===== src/rtl/uart_rom_loader.sv =====
// Boot loader: UART 8N1 receiver feeding a frame parser that writes 32-bit words
// into the instruction ROM and releases the CPU once the checksum matches.
module uart_rom_loader #(
  parameter int WAIT   = 8,
  parameter int ADDR_W = 8
) (
  input  logic              clk,
  input  logic              reset_n,
  input  logic              uart_rx,
  output logic              rom_we,
  output logic [ADDR_W-1:0] rom_waddr,
  output logic [31:0]       rom_wdata,
  output logic              cpu_reset,
  output logic              load_done,
  output logic              load_err
);
  localparam int CW = $clog2(WAIT);
  localparam logic [CW-1:0] HALF_M1 = CW'(WAIT/2 - 1);
  localparam logic [CW-1:0] FULL_M1 = CW'(WAIT - 1);
  localparam logic [16:0]   CAP     = 17'(2**ADDR_W);

  typedef enum logic [1:0] {R_IDLE, R_START, R_DATA, R_STOP} rx_state_e;
  typedef enum logic [2:0] {L_CNT_LO, L_CNT_HI, L_DATA, L_CHECK, L_DONE, L_ERR} ld_state_e;

  // ---------------- receiver ----------------
  logic            rx_meta_q, rx_sync_q, rx_prev_q;
  rx_state_e       rx_state_q, rx_state_d;
  logic [CW-1:0]   rx_cnt_q, rx_cnt_d;
  logic [2:0]      rx_bit_q, rx_bit_d;
  logic [7:0]      rx_shift_q, rx_shift_d;
  logic            byte_vld, frame_err;

  always_ff @(posedge clk or negedge reset_n) begin
    if (!reset_n) begin
      rx_meta_q  <= 1'b1;
      rx_sync_q  <= 1'b1;
      rx_prev_q  <= 1'b1;
      rx_state_q <= R_IDLE;
      rx_cnt_q   <= '0;
      rx_bit_q   <= '0;
      rx_shift_q <= '0;
    end else begin
      rx_meta_q  <= uart_rx;
      rx_sync_q  <= rx_meta_q;
      rx_prev_q  <= rx_sync_q;
      rx_state_q <= rx_state_d;
      rx_cnt_q   <= rx_cnt_d;
      rx_bit_q   <= rx_bit_d;
      rx_shift_q <= rx_shift_d;
    end
  end

  always_comb begin
    rx_state_d = rx_state_q;
    rx_cnt_d   = rx_cnt_q;
    rx_bit_d   = rx_bit_q;
    rx_shift_d = rx_shift_q;
    byte_vld   = 1'b0;
    frame_err  = 1'b0;
    case (rx_state_q)
      R_IDLE: if (rx_prev_q && !rx_sync_q) begin
        rx_state_d = R_START;
        rx_cnt_d   = HALF_M1;
      end
      R_START: begin
        if (rx_cnt_q != '0) rx_cnt_d = rx_cnt_q - 1'b1;
        // a start bit that is high again at mid-bit was a glitch
        else if (!rx_sync_q) begin
          rx_state_d = R_DATA;
          rx_cnt_d   = FULL_M1;
          rx_bit_d   = '0;
        end else rx_state_d = R_IDLE;
      end
      R_DATA: begin
        if (rx_cnt_q != '0) rx_cnt_d = rx_cnt_q - 1'b1;
        else begin
          rx_shift_d = {rx_sync_q, rx_shift_q[7:1]};
          rx_cnt_d   = FULL_M1;
          rx_bit_d   = rx_bit_q + 3'd1;
          if (rx_bit_q == 3'd7) rx_state_d = R_STOP;
        end
      end
      R_STOP: begin
        if (rx_cnt_q != '0) rx_cnt_d = rx_cnt_q - 1'b1;
        else begin
          byte_vld   = rx_sync_q;
          frame_err  = !rx_sync_q;
          rx_state_d = R_IDLE;
        end
      end
      default: rx_state_d = R_IDLE;
    endcase
  end

  // ---------------- loader ----------------
  ld_state_e         state_q, state_d;
  logic [7:0]        n_lo_q, n_lo_d;
  logic [15:0]       n_q, n_d;
  logic [23:0]       asm_q, asm_d;
  logic [1:0]        byte_idx_q, byte_idx_d;
  logic [15:0]       word_cnt_q, word_cnt_d;
  logic [7:0]        xor_q, xor_d;
  logic              rom_we_q, rom_we_d;
  logic [ADDR_W-1:0] rom_waddr_q, rom_waddr_d;
  logic [31:0]       rom_wdata_q, rom_wdata_d;
  logic [15:0]       n_new;

  always_ff @(posedge clk or negedge reset_n) begin
    if (!reset_n) begin
      state_q     <= L_CNT_LO;
      n_lo_q      <= '0;
      n_q         <= '0;
      asm_q       <= '0;
      byte_idx_q  <= '0;
      word_cnt_q  <= '0;
      xor_q       <= '0;
      rom_we_q    <= 1'b0;
      rom_waddr_q <= '0;
      rom_wdata_q <= '0;
    end else begin
      state_q     <= state_d;
      n_lo_q      <= n_lo_d;
      n_q         <= n_d;
      asm_q       <= asm_d;
      byte_idx_q  <= byte_idx_d;
      word_cnt_q  <= word_cnt_d;
      xor_q       <= xor_d;
      rom_we_q    <= rom_we_d;
      rom_waddr_q <= rom_waddr_d;
      rom_wdata_q <= rom_wdata_d;
    end
  end

  always_comb begin
    state_d     = state_q;
    n_lo_d      = n_lo_q;
    n_d         = n_q;
    asm_d       = asm_q;
    byte_idx_d  = byte_idx_q;
    word_cnt_d  = word_cnt_q;
    xor_d       = xor_q;
    rom_we_d    = 1'b0;
    rom_waddr_d = rom_waddr_q;
    rom_wdata_d = rom_wdata_q;
    n_new       = {rx_shift_q, n_lo_q};
    if (frame_err && state_q != L_DONE && state_q != L_ERR) begin
      state_d = L_ERR;
    end else if (byte_vld) begin
      case (state_q)
        L_CNT_LO: begin
          n_lo_d  = rx_shift_q;
          xor_d   = xor_q ^ rx_shift_q;
          state_d = L_CNT_HI;
        end
        L_CNT_HI: begin
          n_d   = n_new;
          xor_d = xor_q ^ rx_shift_q;
          if ({1'b0, n_new} > CAP) state_d = L_ERR;
          else if (n_new == '0)    state_d = L_CHECK;
          else                     state_d = L_DATA;
        end
        L_DATA: begin
          xor_d      = xor_q ^ rx_shift_q;
          byte_idx_d = byte_idx_q + 2'd1;
          // bytes enter at the top so the first one ends up in bits 7:0
          if (byte_idx_q == 2'd3) begin
            rom_we_d    = 1'b1;
            rom_wdata_d = {rx_shift_q, asm_q};
            rom_waddr_d = word_cnt_q[ADDR_W-1:0];
            word_cnt_d  = word_cnt_q + 16'd1;
            if (word_cnt_q + 16'd1 == n_q) state_d = L_CHECK;
          end else begin
            asm_d = {rx_shift_q, asm_q[23:8]};
          end
        end
        L_CHECK: state_d = (rx_shift_q == xor_q) ? L_DONE : L_ERR;
        default: ;
      endcase
    end
  end

  assign rom_we    = rom_we_q;
  assign rom_waddr = rom_waddr_q;
  assign rom_wdata = rom_wdata_q;
  assign cpu_reset = (state_q != L_DONE);
  assign load_done = (state_q == L_DONE);
  assign load_err  = (state_q == L_ERR);
endmodule


===== config.mk =====
export PLATFORM = sky130hd
export DESIGN_NAME = uart_rom_loader
export DESIGN_NICKNAME = d
export VERILOG_FILES = /design/src/rtl/uart_rom_loader.sv
export SDC_FILE = /design/constraint.sdc
export NUM_CORES = 1
export LEC_CHECK = 0
export ABC_AREA = 0
export CAP_MARGIN = 10
export CELL_PAD_IN_SITES_DETAIL_PLACEMENT = 1
export CELL_PAD_IN_SITES_GLOBAL_PLACEMENT = 2
export CORE_ASPECT_RATIO = 0.75
export CORE_MARGIN = 3
export CORE_UTILIZATION = 44
export CTS_BUF_LIST = sky130_fd_sc_hd__clkbuf_4
export DETAILED_ROUTE_END_ITERATION = 6
export HOLD_SLACK_MARGIN = 0.1
export PLACE_DENSITY = 0.84
export SETUP_SLACK_MARGIN = 0.05
export SLEW_MARGIN = 15
export SYNTH_ARGS = -nofsm -noshare
export SYNTH_HDL_FRONTEND = slang
export SYNTH_SLANG_ARGS = --single-unit

===== constraint.sdc =====
create_clock -name clk -period 6.25 [get_ports clk]
set_input_delay 1.25 -clock clk [delete_from_list [all_inputs] [get_ports clk]]
set_output_delay 1.25 -clock clk [all_outputs]
set_load 0.01 [all_outputs]

==> impl_metrics.env, run 1 <==
export IMPL_status="complete, no violations"
export IMPL_worstHoldStart="rx_meta_q"
export IMPL_syn_area_sq_um=6170
export IMPL_synth_edf_count=0
export IMPL_critPathTopFamily="buffers and inverters"
export IMPL_max_cap_violations=0
export IMPL_max_slew_worst_pin_slew_ps=876
export IMPL_routedWlPerCell_um=17.1
export IMPL_routed_via_density=5.25
export IMPL_htree_levels=4
export IMPL_port_buffer_count=46
export IMPL_core_area_sq_um=13300
export IMPL_layout_common_cells="153 x nand2_1, 134 x dfrtp_1, 56 x mux2_2, 45 x clkdlybuf4s50_1, 41 x xnor2_1"
export IMPL_grt_pass1_vias=4468
export IMPL_worst_path_max_delay_cell="dfrtp_1"
export IMPL_pwr_share_clk_pct=34.5
export IMPL_clk_latency_ps=530
export IMPL_cts_setup_buffers=0
export IMPL_layout_commonest_cell="nand2_1"
export IMPL_reg2regPathDepth=12
export IMPL_powerDensity_nw_per_um2=264
export IMPL_rows=36
export IMPL_synth_async_reset_ratio_pct=100
export IMPL_cp_start_kind="flop"
export IMPL_slew_violations=0
export IMPL_power_internal_mw=1.31
export IMPL_fin_ws_ps=2750
export IMPL_fin_util_pct=52.9
export IMPL_fin_area_sq_um=7050
export IMPL_antenna_found_initial=0
export IMPL_setup_viol=0
export IMPL_gp_congestion=0.770
export IMPL_fmax_ghz=0.285
export IMPL_cts_clk_slew_worst_paths_ps=120
export IMPL_combPwrFrac_pct=12.7
export IMPL_syn_to_final_growth_pct=14.2
export IMPL_vias=4076
export IMPL_synth_distinct_cells=54
export IMPL_die_w_um=143
export IMPL_grt_pass1_wl_mm=22.6
export IMPL_start_util_pct=46.3
export IMPL_synth_seq_cells=137
export IMPL_path_cells="or3b_2, inv_1, clkdlybuf4s50_1"
export IMPL_drc=0
export IMPL_cts_resized=0
export IMPL_holdPathEnd="rx_sync_q"
export IMPL_dieArea_sq_um=15500
export IMPL_p_leak_nw=3.48
export IMPL_fin_tns_setup_ps=0
export IMPL_hold_class="reg2reg"
export IMPL_end_kind="output pin"
export IMPL_die_height_um=109
export IMPL_drive_above_1_share_pct=19.3
export IMPL_cts_tree="yes"
export IMPL_netSwitchingFraction_pct=29.6
export IMPL_p_seq_share_pct=52.8
export IMPL_required_ps=5000
export IMPL_r2r_end="word_cnt_q[15]"
export IMPL_antenna_diode_count=0
export IMPL_clockRootBuffer="clkbuf_4"
export IMPL_syn_nets=569
export IMPL_ioPinCount=47
export IMPL_clock_sinks=137
export IMPL_grt_max_degree=98
export IMPL_worstSetupPathType="reg2out"
export IMPL_crit_buf_inv=2
export IMPL_regToRegSetupSlack_ps=3020
export IMPL_yosysSeqAreaShare_pct=55.6
export IMPL_min_path_cells=0
export IMPL_grt_usage_pct=18.6
export IMPL_min_period_ps=3500
export IMPL_synth_ff_type="dfrtp_1"
export IMPL_peakVddDrop_uv=100
export IMPL_p_sw_mw=0.549
export IMPL_holdBufCountCts=0
export IMPL_initialDrtViolationCount=180
export IMPL_crit_fanout=12
export IMPL_gr_total_overflow=0
export IMPL_synth_avg_cell_area_sq_um=11.1
export IMPL_reg2reg_from="rx_cnt_q[0]"
export IMPL_drt_first_pass_iters=4
export IMPL_crit_path_max_incr_delay_ps=570
export IMPL_p_total_mw=1.86
export IMPL_arrival_ps=2250
export IMPL_relSlewSlack_pct=41.6
export IMPL_hpwl_mm=9.07
export IMPL_placed_area_sq_um=6730
export IMPL_yosysWarnings=0
export IMPL_fin_skew_ps=22.8
export IMPL_rsz0062_at_grt="false"
export IMPL_ant_nets=0
export IMPL_nets=606
export IMPL_wl_mm=13.2
export IMPL_finalCritPeriodShare_pct=56.1
export IMPL_clock_path_buffers=2
export IMPL_pre_cts_ws_ps=2960
export IMPL_cts_made_buffers=17
export IMPL_hold_violations=0
export IMPL_syn_inst=555
[final cells by class]
type                       instances  area [sq um]
multi-input combinational        377          2570
timing repair buffer              49           484
inverter                          10          37.5
fill                            1437          6280
clock inverter                    15           189
sequential                       137          3430
tap                              171           214
clock buffer                      17           128
[flip-flops by register name, indices dropped and copies added, names as in the netlist, 2 cells and up, named ones only]
| signal | flops |
|---|---|
| asm_q | 24 |
| byte_idx_q | 2 |
| n_lo_q | 8 |
| n_q | 16 |
| rom_waddr | 8 |
| rom_wdata | 32 |
| rx_bit_q | 3 |
| rx_cnt_q | 3 |
| rx_shift_q | 8 |
| state_q | 3 |
| word_cnt_q | 16 |
| xor_q | 8 |
[how the worst max path moves through the flow]
stage / from / end / slack (ps) / cells past startpoint
after floorplan: state_q[1] / load_done / 3740 / 3
after global placement: rx_cnt_q[0] / word_cnt_q[15] / 3130 / 12
after detailed placement: rx_cnt_q[0] / word_cnt_q[15] / 2960 / 12
after CTS: state_q[1] / load_done / 2700 / 3
after global routing: state_q[1] / load_done / 2610 / 3
final: state_q[1] / load_done / 2750 / 3
[stage by stage]
| stage | instances | hold WS [ps] |
|---|---|---|
| final | 776 | 373 |
| after detailed placement | 744 | 355 |
| after floorplan | 555 | 345 |
| after global placement | 744 | 356 |
| after CTS | 776 | 380 |
| after global routing | 776 | 381 |
[synthesized netlist by cell type, drive strengths merged (10+ instances only)]
master  instances  area share (%)
inv            10            0.61
xor2           14             2.0
ha             11             2.2
clkbuf         15            0.91
nor3           10             1.3
o21ai          10            0.81
mux2           57              10
buf            16             1.3
nand2         157             9.7
nor2           16            0.97
xnor2          41             5.8
dfrtp         134              54
[logic make-up after synthesis]
logic type               share of synthesized area [%]
AO/OA/AOI/OAI                                     4.62
buffers and inverters                             2.86
multiplexers                                      10.6
adder cells (fa/ha/maj)                           2.23
flip-flops                                        55.6
XOR/XNOR                                          7.80
AND/OR/NAND/NOR                                   16.4
[layer usage]
layer | part of all wire, % | vias to the layer above | GRT usage (%) | wire [um]
met1 | 51 | 2085 | 26.0 | 6690
met3 | 2.4 | 14 | 3.85 | 317
met5 | 0 | - | 0 | 0
met2 | 46 | 45 | 29.2 | 6080
met4 | 1.1 | 0 | 5.83 | 146
li1 | - | 1932 | - | -
[power by group through the flow]
stage	sequential, mW	combinational [mW]	clock (mW)
after global routing	0.989	0.271	0.700
after CTS	0.982	0.239	0.662
after global placement	0.996	0.224	0
final	0.982	0.236	0.641
after detailed placement	0.999	0.237	0
after floorplan	0.961	0.197	0
[worst register-to-register path: stages (launching register included)]
cell	delay [ps]
dfrtp_1	430
inv_1	70
ha_1	150
ha_1	320
nand2_2	200
nor3_4	220
nand2_2	70
buf_4	290
inv_2	720
nand2_2	200
nor3_2	210
nand3_1	120
xnor2_1	150
No activity file was read; power rests on OpenSTA's default activity.
==> run 2: changes to the inputs <==
--- a/config.mk
+++ b/config.mk
@@ -11,11 +11,11 @@
 export CELL_PAD_IN_SITES_GLOBAL_PLACEMENT = 2
 export CORE_ASPECT_RATIO = 0.75
 export CORE_MARGIN = 3
-export CORE_UTILIZATION = 44
+export CORE_UTILIZATION = 40
 export CTS_BUF_LIST = sky130_fd_sc_hd__clkbuf_4
 export DETAILED_ROUTE_END_ITERATION = 6
 export HOLD_SLACK_MARGIN = 0.1
-export PLACE_DENSITY = 0.84
+export PLACE_DENSITY = 0.77
 export SETUP_SLACK_MARGIN = 0.05
 export SLEW_MARGIN = 15
 export SYNTH_ARGS = -nofsm -noshare
==> constraint.sdc (replaced) <==
create_clock -name clk -period 3.24 [get_ports clk]
set_input_delay 0.648 -clock clk [delete_from_list [all_inputs] [get_ports clk]]
set_output_delay 0.648 -clock clk [all_outputs]
set_load 0.01 [all_outputs]
==> impl_metrics.env, run 2 (synthesis gave the netlist of run 1 again) <==
export IMPL_power_internal_mw=2.51
export IMPL_cp_start_kind="flop"
export IMPL_required_ps=2590
export IMPL_p_sw_mw=0.976
export IMPL_clock_path_buffers=2
export IMPL_grt_pass1_wl_mm=23.2
export IMPL_slew_violations=0
export IMPL_ioPinCount=47
export IMPL_port_buffer_count=46
export IMPL_dieArea_sq_um=17000
export IMPL_fin_area_sq_um=7090
export IMPL_hold_violations=0
export IMPL_setup_viol=0
export IMPL_hpwl_mm=9.34
export IMPL_core_area_sq_um=14800
export IMPL_pwr_share_clk_pct=32.5
export IMPL_clockRootBuffer="clkbuf_4"
export IMPL_p_total_mw=3.48
export IMPL_max_cap_violations=0
export IMPL_finalCritPeriodShare_pct=89.6
export IMPL_combPwrFrac_pct=13.1
export IMPL_drc=0
export IMPL_end_kind="output pin"
export IMPL_worstSetupPathType="reg2out"
export IMPL_routedWlPerCell_um=16.6
export IMPL_htree_levels=4
export IMPL_ant_nets=0
export IMPL_fin_util_pct=47.9
export IMPL_relSlewSlack_pct=50.2
export IMPL_rsz0062_at_grt="false"
export IMPL_crit_fanout=9
export IMPL_wl_mm=13.5
export IMPL_cts_tree="yes"
export IMPL_drt_first_pass_iters=4
export IMPL_grt_usage_pct=17.3
export IMPL_antenna_diode_count=0
export IMPL_grt_max_degree=65
export IMPL_start_util_pct=41.8
export IMPL_nets=611
export IMPL_drive_above_1_share_pct=19.3
export IMPL_fin_skew_ps=13.9
export IMPL_rows=38
export IMPL_antenna_found_initial=0
export IMPL_regToRegSetupSlack_ps=780
export IMPL_routed_via_density=5.00
export IMPL_arrival_ps=2250
export IMPL_powerDensity_nw_per_um2=492
export IMPL_status="complete, no violations"
export IMPL_die_height_um=114
export IMPL_netSwitchingFraction_pct=28.0
export IMPL_initialDrtViolationCount=179
export IMPL_layout_common_cells="153 x nand2_1, 134 x dfrtp_1, 56 x mux2_2, 45 x clkdlybuf4s50_1, 41 x xnor2_1"
export IMPL_fmax_ghz=0.344
export IMPL_vias=4048
export IMPL_layout_commonest_cell="nand2_1"
export IMPL_clock_sinks=137
export IMPL_syn_to_final_growth_pct=14.8
export IMPL_gp_congestion=0.770
export IMPL_gr_total_overflow=0
export IMPL_hold_class="reg2reg"
export IMPL_p_leak_nw=3.49
export IMPL_cts_made_buffers=17
export IMPL_pre_cts_ws_ps=783
export IMPL_p_seq_share_pct=54.4
export IMPL_die_w_um=149
export IMPL_fin_ws_ps=337
export IMPL_cts_clk_slew_worst_paths_ps=110
export IMPL_peakVddDrop_uv=225
export IMPL_placed_area_sq_um=6800
export IMPL_fin_tns_setup_ps=0
export IMPL_max_slew_worst_pin_slew_ps=747
export IMPL_clk_latency_ps=530
export IMPL_min_period_ps=2900
export IMPL_largest_reg_flops=32
export IMPL_grt_pass1_vias=4432
==> run 2: changes by cell type in the layout (fill, tap and decap cells not counted), sizes merged <==
cell and change:
clkinvlp -1, clkbuf +2, dlygate4sd3 +1, clkinv +4
buf +4, inv -5
==> run 2: power by group through the flow <==
stage          combinational [mW]  clock, mW  sequential [mW]
2_1_floorplan               0.379          0             1.85
3_3_place_gp                0.430          0             1.93
3_5_place_dp                0.456          0             1.93
4_1_cts                     0.462       1.18             1.90
5_1_grt                     0.524       1.26             1.92
6_report                    0.455       1.13             1.90
==> run 2: layout make-up <==
class | count | area, sq um
clock buffers | 19 | 143
clock inverters | 13 | 134
fillers | 1640 | 7700
inverters | 10 | 37.5
multi-input cells | 377 | 2570
flip-flops and latches | 137 | 3430
well taps | 200 | 250
repair buffers | 54 | 524
==> run 2: stage by stage <==
step / hold WS [ps] / std cells
after floorplan: 345 / 555
after global placement: 350 / 777
after detailed placement: 356 / 777
after CTS: 381 / 810
after global routing: 396 / 810
final: 375 / 810
==> run 2: metal layers <==
metal	routed length (um)	GRT usage, %	up-vias
met5	0	0	-
li1	-	-	1941
met2	6200	26.5	34
met3	338	4.65	8
met4	105	4.39	0
met1	6820	24.6	2065
==> run 2: worst max-delay path, cell delays in order, from the launching register on <==
cell,delay (ps)
dfrtp_1,610
or3b_2,520
inv_1,70
clkdlybuf4s50_1,520
==> run 2: what timing repair did <==
item | 4_1_cts | 5_1_grt
hold buffers | 1 | 0
hold endpoints to repair | 61 | 0
buffers inserted | 0 | 0
gates resized for setup | 0 | 0
==> run 2: worst paths after layout <==
| kind | start | to | depth (start not counted) |
|---|---|---|---|
| min in group asynchronous | reset_n | rom_wdata[27] | 2 |
| max reg2reg | rx_cnt_q[0] | word_cnt_q[15] | 11 |
| max | state_q[2] | load_done | 3 |
| max in group asynchronous | reset_n | rx_prev_q | 3 |
| min | rx_meta_q | rx_sync_q | 0 |
| min reg2reg | rx_meta_q | rx_sync_q | 0 |
==> run 3: changes to the inputs <==
--- a/config.mk
+++ b/config.mk
@@ -14,6 +14,7 @@
 export CORE_UTILIZATION = 40
 export CTS_BUF_LIST = sky130_fd_sc_hd__clkbuf_4
 export DETAILED_ROUTE_END_ITERATION = 6
+export GPL_ROUTABILITY_DRIVEN = 0
 export HOLD_SLACK_MARGIN = 0.1
 export PLACE_DENSITY = 0.77
 export SETUP_SLACK_MARGIN = 0.05
==> results of run 3 <==
The final DEF is identical to that of run 2; final timing and power are the same.
